--- config.mk ---
export PLATFORM = sky130hd
export DESIGN_NAME = seq_div_radix2_flat
export DESIGN_NICKNAME = d
export VERILOG_FILES = /design/src/rtl/mul_div_pkg.sv /design/src/rtl/seq_div_radix2_if.sv /design/src/rtl/seq_div_radix2_step.sv /design/src/rtl/seq_div_radix2.sv /design/src/flat_wrapper.sv
export SDC_FILE = /design/constraint.sdc
export NUM_CORES = 1
export LEC_CHECK = 0
export CAP_MARGIN = 5
export CORE_MARGIN = 5
export CORE_UTILIZATION = 50
export DETAILED_ROUTE_END_ITERATION = 10
export PLACE_DENSITY = 0.72
export SLEW_MARGIN = 40
export SYNTH_ARGS = -nofsm -noshare
export SYNTH_HDL_FRONTEND = slang
export SYNTH_SLANG_ARGS = --single-unit
--- constraint.sdc ---
create_clock -name clk -period 8.1 [get_ports clk]
set_input_delay 0.81 -clock clk [delete_from_list [all_inputs] [get_ports clk]]
set_output_delay 0.81 -clock clk [all_outputs]
set_load 0.02 [all_outputs]
--- src/rtl/mul_div_pkg.sv ---
// -----------------------------------------------------------------------------
// mul_div_pkg
// Definitions shared by the execute-stage multiply and divide units:
//   DATA_LEN     - default operand/result width, also used by mul_4to2_tree
//   div_state_t  - control states of the iterative divider
//   twos_neg     - two's-complement negate. It works on a wide vector so one
//                  function serves every operand width; callers truncate the
//                  result to their own width.
// -----------------------------------------------------------------------------
package mul_div_pkg;

  localparam int DATA_LEN  = 8;
  localparam int NEG_MAX_W = 64;

  typedef enum logic [1:0] {
    IDLE = 2'd0,
    CALC = 2'd1,
    DONE = 2'd2
  } div_state_t;

  // The low bits of a wide negate equal the negate at any narrower width.
  function automatic logic [NEG_MAX_W-1:0] twos_neg(input logic [NEG_MAX_W-1:0] a);
    return ~a + NEG_MAX_W'(1);
  endfunction

endpackage

--- src/rtl/seq_div_radix2_if.sv ---
// -----------------------------------------------------------------------------
// seq_div_radix2_if
// Operand/result handshake bundle of the radix-2 divider.
//   flush        - abort any in-flight operation (driven by the requester)
//   in_valid     - op1/op2 valid                  in_ready  - divider idle
//   op1, op2     - dividend, divisor
//   out_valid    - result valid                   out_ready - consumer accepts
//   quotient, remainder, div_by_zero - result
// modport master: requester/consumer side.  modport slave: the divider.
// -----------------------------------------------------------------------------
interface seq_div_radix2_if #(
  parameter int DATA_LEN = mul_div_pkg::DATA_LEN
);
  logic                flush;
  logic                in_valid;
  logic                in_ready;
  logic [DATA_LEN-1:0] op1;
  logic [DATA_LEN-1:0] op2;
  logic                out_valid;
  logic                out_ready;
  logic [DATA_LEN-1:0] quotient;
  logic [DATA_LEN-1:0] remainder;
  logic                div_by_zero;

  modport master (
    output flush, in_valid, op1, op2, out_ready,
    input  in_ready, out_valid, quotient, remainder, div_by_zero
  );

  modport slave (
    input  flush, in_valid, op1, op2, out_ready,
    output in_ready, out_valid, quotient, remainder, div_by_zero
  );
endinterface

--- src/rtl/seq_div_radix2_step.sv ---
// -----------------------------------------------------------------------------
// div_nr_step
// One combinational non-restoring division iteration.
//   prem_i    - current partial remainder (DATA_LEN+1 bits, two's complement)
//   dvd_bit_i - next dividend bit shifted into the partial remainder
//   dvs_i     - divisor magnitude
//   prem_o    - next partial remainder
//   q_bit_o   - quotient bit (1 when the new partial remainder is >= 0)
// -----------------------------------------------------------------------------
module div_nr_step #(
  parameter int DATA_LEN = mul_div_pkg::DATA_LEN
) (
  input  logic signed [DATA_LEN:0]   prem_i,
  input  logic                       dvd_bit_i,
  input  logic        [DATA_LEN-1:0] dvs_i,
  output logic signed [DATA_LEN:0]   prem_o,
  output logic                       q_bit_o
);

  logic signed [DATA_LEN:0] shifted;
  logic signed [DATA_LEN:0] dvs_ext;

  // 2*prem+bit may leave the DATA_LEN+1 range, but the sum after adding or
  // subtracting the divisor always lies in [-dvs, dvs), so modular wrap of
  // the intermediate value is harmless.
  assign shifted = {prem_i[DATA_LEN-1:0], dvd_bit_i};
  assign dvs_ext = {1'b0, dvs_i};
  assign prem_o  = prem_i[DATA_LEN] ? (shifted + dvs_ext) : (shifted - dvs_ext);
  assign q_bit_o = ~prem_o[DATA_LEN];

endmodule

--- src/rtl/seq_div_radix2.sv ---
// -----------------------------------------------------------------------------
// seq_div_radix2
// Iterative radix-2 non-restoring divider, one quotient bit per cycle.
//   clk  - clock, all state on the rising edge
//   rst  - synchronous active-high reset
//   dif  - slave side of seq_div_radix2_if (flush, operand and result
//          handshakes, quotient/remainder/div_by_zero)
// Parameters: DATA_LEN operand width (>= 2); SIGNED 0 = unsigned,
// 1 = two's-complement with truncation toward zero.
// Divide-by-zero and the signed most-negative / -1 overflow complete in one
// cycle; every other operation takes DATA_LEN CALC cycles.
// -----------------------------------------------------------------------------
module seq_div_radix2 #(
  parameter int DATA_LEN = mul_div_pkg::DATA_LEN,
  parameter bit SIGNED   = 1'b0
) (
  input logic             clk,
  input logic             rst,
  seq_div_radix2_if.slave dif
);
  import mul_div_pkg::*;

  localparam int W     = DATA_LEN;
  localparam int CNT_W = $clog2(DATA_LEN);
  localparam logic [CNT_W-1:0] CNT_LAST = CNT_W'(DATA_LEN - 1);
  localparam logic [W-1:0]     MOST_NEG = {1'b1, {(W-1){1'b0}}};

  function automatic logic [W-1:0] neg_w(input logic [W-1:0] a);
    return W'(twos_neg(NEG_MAX_W'(a)));
  endfunction

  div_state_t          state_q;
  logic [CNT_W-1:0]    cnt_q;
  logic signed [W:0]   prem_q;
  logic [W-1:0]        dvd_q;    // dividend bits shift out, quotient bits shift in
  logic [W-1:0]        dvs_q;
  logic                qneg_q;
  logic                rneg_q;
  logic [W-1:0]        quo_q;
  logic [W-1:0]        rem_q;
  logic                dbz_q;

  logic                op1_neg, op2_neg;
  logic [W-1:0]        op1_abs, op2_abs;
  logic                is_ovf;
  logic signed [W:0]   step_prem;
  logic                step_q;
  logic [W-1:0]        quo_raw, rem_raw;
  logic [W-1:0]        quo_fin, rem_fin;

  // Operand conditioning at accept
  assign op1_neg = SIGNED & dif.op1[W-1];
  assign op2_neg = SIGNED & dif.op2[W-1];
  assign op1_abs = op1_neg ? neg_w(dif.op1) : dif.op1;
  assign op2_abs = op2_neg ? neg_w(dif.op2) : dif.op2;
  assign is_ovf  = SIGNED & (dif.op1 == MOST_NEG) & (dif.op2 == '1);

  div_nr_step #(.DATA_LEN(W)) u_step (
    .prem_i    (prem_q),
    .dvd_bit_i (dvd_q[W-1]),
    .dvs_i     (dvs_q),
    .prem_o    (step_prem),
    .q_bit_o   (step_q)
  );

  // Final-step result: restore a negative remainder, then apply signs
  assign quo_raw = {dvd_q[W-2:0], step_q};
  assign rem_raw = step_prem[W] ? (step_prem[W-1:0] + dvs_q) : step_prem[W-1:0];
  assign quo_fin = qneg_q ? neg_w(quo_raw) : quo_raw;
  assign rem_fin = rneg_q ? neg_w(rem_raw) : rem_raw;

  always_ff @(posedge clk) begin
    if (rst) begin
      state_q <= IDLE;
      cnt_q   <= '0;
      quo_q   <= '0;
      rem_q   <= '0;
      dbz_q   <= 1'b0;
    end else if (dif.flush) begin
      // Result registers keep their last value; only control is discarded.
      state_q <= IDLE;
      cnt_q   <= '0;
    end else begin
      case (state_q)
        IDLE: begin
          if (dif.in_valid) begin
            dvd_q  <= op1_abs;
            dvs_q  <= op2_abs;
            prem_q <= '0;
            qneg_q <= op1_neg ^ op2_neg;
            rneg_q <= op1_neg;
            cnt_q  <= '0;
            if (dif.op2 == '0) begin
              quo_q   <= '1;
              rem_q   <= dif.op1;
              dbz_q   <= 1'b1;
              state_q <= DONE;
            end else if (is_ovf) begin
              quo_q   <= dif.op1;
              rem_q   <= '0;
              dbz_q   <= 1'b0;
              state_q <= DONE;
            end else begin
              state_q <= CALC;
            end
          end
        end
        CALC: begin
          prem_q <= step_prem;
          dvd_q  <= quo_raw;
          cnt_q  <= cnt_q + CNT_W'(1);
          if (cnt_q == CNT_LAST) begin
            quo_q   <= quo_fin;
            rem_q   <= rem_fin;
            dbz_q   <= 1'b0;
            cnt_q   <= '0;
            state_q <= DONE;
          end
        end
        DONE: begin
          if (dif.out_ready) state_q <= IDLE;
        end
        default: state_q <= IDLE;
      endcase
    end
  end

  assign dif.in_ready    = (state_q == IDLE);
  assign dif.out_valid   = (state_q == DONE);
  assign dif.quotient    = quo_q;
  assign dif.remainder   = rem_q;
  assign dif.div_by_zero = dbz_q;

endmodule

--- src/flat_wrapper.sv ---
// flat-port wrapper written by rule: the top's interface ports become plain ports
module seq_div_radix2_flat import mul_div_pkg::*;
#(
  parameter int DATA_LEN = mul_div_pkg::DATA_LEN,
  parameter bit SIGNED   = 1'b0
)
  (clk, rst, dif_flush, dif_in_valid, dif_op1, dif_op2, dif_out_ready, dif_in_ready, dif_out_valid, dif_quotient, dif_remainder, dif_div_by_zero);
  seq_div_radix2_if #(.DATA_LEN(DATA_LEN)) dif_i ();
  input logic clk;
  input logic rst;
  input wire logic [$bits(dif_i.flush)-1:0] dif_flush;
  input wire logic [$bits(dif_i.in_valid)-1:0] dif_in_valid;
  input wire logic [$bits(dif_i.op1)-1:0] dif_op1;
  input wire logic [$bits(dif_i.op2)-1:0] dif_op2;
  input wire logic [$bits(dif_i.out_ready)-1:0] dif_out_ready;
  output wire logic [$bits(dif_i.in_ready)-1:0] dif_in_ready;
  output wire logic [$bits(dif_i.out_valid)-1:0] dif_out_valid;
  output wire logic [$bits(dif_i.quotient)-1:0] dif_quotient;
  output wire logic [$bits(dif_i.remainder)-1:0] dif_remainder;
  output wire logic [$bits(dif_i.div_by_zero)-1:0] dif_div_by_zero;
  assign dif_i.flush = dif_flush;
  assign dif_i.in_valid = dif_in_valid;
  assign dif_i.op1 = dif_op1;
  assign dif_i.op2 = dif_op2;
  assign dif_i.out_ready = dif_out_ready;
  assign dif_in_ready = dif_i.in_ready;
  assign dif_out_valid = dif_i.out_valid;
  assign dif_quotient = dif_i.quotient;
  assign dif_remainder = dif_i.remainder;
  assign dif_div_by_zero = dif_i.div_by_zero;
  seq_div_radix2 #(.DATA_LEN(DATA_LEN), .SIGNED(SIGNED)) u_core (.clk(clk), .rst(rst), .dif(dif_i));
endmodule
==> results.tsv <==
stage	metric	value	unit
outcome	outcome	complete, no violations	
power	intPower	0.382	mW
final_layout	areaGrowthSynthToFinish	17.7	%
clocking	numCtsBuffers	5	
final_layout	seq_area	1190	µm²
critical_path	crit_path_start_kind	flop	
routing	dr.pass1.iters	4	
place	dp_hpwl	4580	µm
clocking	insertion_delay	0.30	ns
sta	hold_viol_final	0	
clocking	cts_num_sinks	47	
logic_synthesis	synthFlopType	edfxtp_1	
final_layout	final_common_cell	clkdlybuf4s50_1	
power	irDropWorstVdd	0.0777	mV
critical_path	critical_path_required	8.31	ns
sta	max_freq	271	MHz
floorplan	io_pins	40	
logic_synthesis	synth_cells	295	
final_layout	num-fill-cells	483	
clocking	post_cts_buffers	0	
sta	max_slew_margin	0.524	
critical_path	r2r_cells	15	
routing	via_per_inst	5.54	
sta	rsz0062_at_grt	no	
power	total_leakage_power	1.22	nW
sta	fin_crit_sh	0.456	
routing	dr_total_vias	2217	
logic_synthesis	seq_area_frac_synth	0.423	
grt	groute.usage.overall	0.175	
sta	tightestPinTransition	0.711	ns
critical_path	arrival	3.90	ns
sta	slew_viol_final	0	
logic_synthesis	syn_avg_cell_area	9.56	µm²
floorplan	start_util	0.512	
clocking	cts-hold-fix-buffers	0	
clocking	ctsHtreeMaxLevel	2	
logic_synthesis	async_flop_share	0	
final_layout	final_cell_mix	clkdlybuf4s50_1, nor2_1, nand2_1, edfxtp_1, nor3_1	
final_layout	finalNonFillerCells	400	
hold_path	min_path_type	flop to flop	
logic_synthesis	ys_seq_elements	47	
power	p_sw_frac	0.280	
grt	grt_max_degree	25	
logic_synthesis	mappedNetlistArea	2820	µm²
clocking	clk_path_buf_depth	2	
critical_path	crit_type	flop to flop	
routing	totalWireLength	6040	µm
final_layout	num-nets-final	369	
place	placedCellCount	392	
grt	antenna_found_initial	0	
floorplan	dieArea	7240	µm²
critical_path	crit_fanout	6	
routing	drcViolationCount	0	
power	p_switching	0.149	mW
sta	setup_viol	0	
routing	antenna_left	0	
flow_run	maxCapViolCount	0	
power	p_per_area	160	nW/µm²
grt	grt_pass1_wl	10200	µm
final_layout	multi_input_area	1520	µm²
place	io_buffers	39	
clocking	clk_pin_slew	0.09	ns
critical_path	cp-end-kind	flop	
power	seqPwrFrac	0.497	
final_layout	drive_gt1_frac	0.0823	
routing	wire_per_inst	15.1	µm
logic_synthesis	yosysWarnings	0	
logic_synthesis	synth_edf_count	25	
clocking	cts-root-buf	clkbuf_8	
place	gp_congestion	0.881	
floorplan	fp.coreArea	5510	µm²
power	clkPwrFrac	0.277	
logic_synthesis	yosysUniqueCellTypes	55	
clocking	cts_tree	yes	
final_layout	diodes	0	
floorplan	row_count	27	
grt	grt.overflow.total	0	
sta	period_minus_slack	3.69	ns
floorplan	die_w	85.1	µm
power	pwr-share-comb	0.225	
sta	skew	0.00567	ns
clocking	post_cts_resized	0	
logic_synthesis	syn_nets	337	
grt	grt_pass1_vias	2184	
hold_path	hold_depth	2	
floorplan	die_y	85.1	µm
sta	fin_setup_tns	0	ns
routing	drtIter0Drc	104	
## cells by family (layout without fill, tap and decap cells)
family,Yosys count,after routing,synth area share
XOR/XNOR,20,20,0.0621
buffers and inverters,23,56,0.0457
AO/OA/AOI/OAI,57,57,0.144
adder cells (fa/ha/maj),21,21,0.0985
flip-flops,47,47,0.423
multiplexers,4,4,0.0146
AND/OR/NAND/NOR,123,123,0.212
## layout make-up
type	instances	area share
Multi-Input combinational cell	225	0.457
Sequential cell	47	0.359
Timing Repair Buffer	39	0.118
Tap cell	72	0.0271
Clock buffer	7	0.0260
Inverter	9	0.0102
Clock inverter	1	0.00264
## per-layer routing
| layer | GRT usage | part of all wire |
|---|---|---|
| met4 | 0.0676 | 0.021 |
| met5 | 0 | 0 |
| met2 | 0.275 | 0.48 |
| met1 | 0.237 | 0.43 |
| met3 | 0.0330 | 0.070 |
## worst max-delay path, cell delays in order, from the launching register on
cell	delay, ns
edfxtp_1	0.49
inv_1	0.11
ha_1	0.22
mux2_2	0.29
fa_1	0.44
a21o_1	0.19
a21oi_1	0.18
xnor2_1	0.18
ha_1	0.33
nand3_1	0.10
o211ai_1	0.10
o41ai_1	0.32
xnor2_1	0.16
o21ai_0	0.12
xnor2_1	0.14
a211oi_1	0.21
## through the flow
step                utilization  power, mW  hold WS [ns]  setup WS, ns  cell area (µm²)
finish                    0.603      0.531         0.465          4.41             3320
global route              0.603      0.561         0.498          3.98             3320
CTS                       0.603      0.537         0.469          4.40             3320
detailed placement        0.585      0.389         0.447          4.43             3220
global placement          0.582      0.386         0.447          4.50             3210
floorplan                     -      0.357         0.458          4.67             2820
## worst paths after layout
| path | from | end | slack [ns] |
|---|---|---|---|
| setup / recovery | u_core.dvs_q[1] | u_core.dif.remainder[7] | 4.41 |
| setup reg to reg | u_core.dvs_q[1] | u_core.dif.remainder[7] | 4.41 |
| hold / removal | u_core.dif.remainder[1] | u_core.dif.remainder[1] | 0.47 |
| hold reg to reg | u_core.dif.remainder[1] | u_core.dif.remainder[1] | 0.47 |
## power groups by stage
stage	Combinational, mW	Clock (mW)	Sequential, mW
2_1_floorplan	0.0878	0	0.270
3_3_place_gp	0.117	0	0.269
3_5_place_dp	0.119	0	0.270
4_1_cts	0.120	0.153	0.264
5_1_grt	0.134	0.162	0.265
6_report	0.120	0.147	0.264
## cells in the mapped netlist, types with 3 or more instances
cell,instances,area share
a211oi_1,3,0.0080
a21o_1,4,0.011
a21oi_1,19,0.034
and2_1,6,0.013
clkbuf_1,8,0.011
clkbuf_8,3,0.015
dfxtp_1,22,0.16
edfxtp_1,25,0.27
ha_1,19,0.084
inv_1,9,0.012
mux2i_1,3,0.011
nand2_1,32,0.043
nand2b_1,3,0.0067
nand3_1,8,0.014
nor2_1,34,0.045
nor3_1,24,0.043
o21ai_0,6,0.011
xnor2_1,11,0.034
xor2_1,9,0.028
## sequential cells by signal (all words and copies together), names as in the netlist
name,flops
u_core.state_q,2
u_core.dvs_q,8
u_core.dvd_q,8
u_core.prem_q,9
u_core.dif.div_by_zero,1
u_core.cnt_q,3
u_core.dif.quotient,8
u_core.dif.remainder,8
Note: power is estimated with default switching activity, not from simulation.
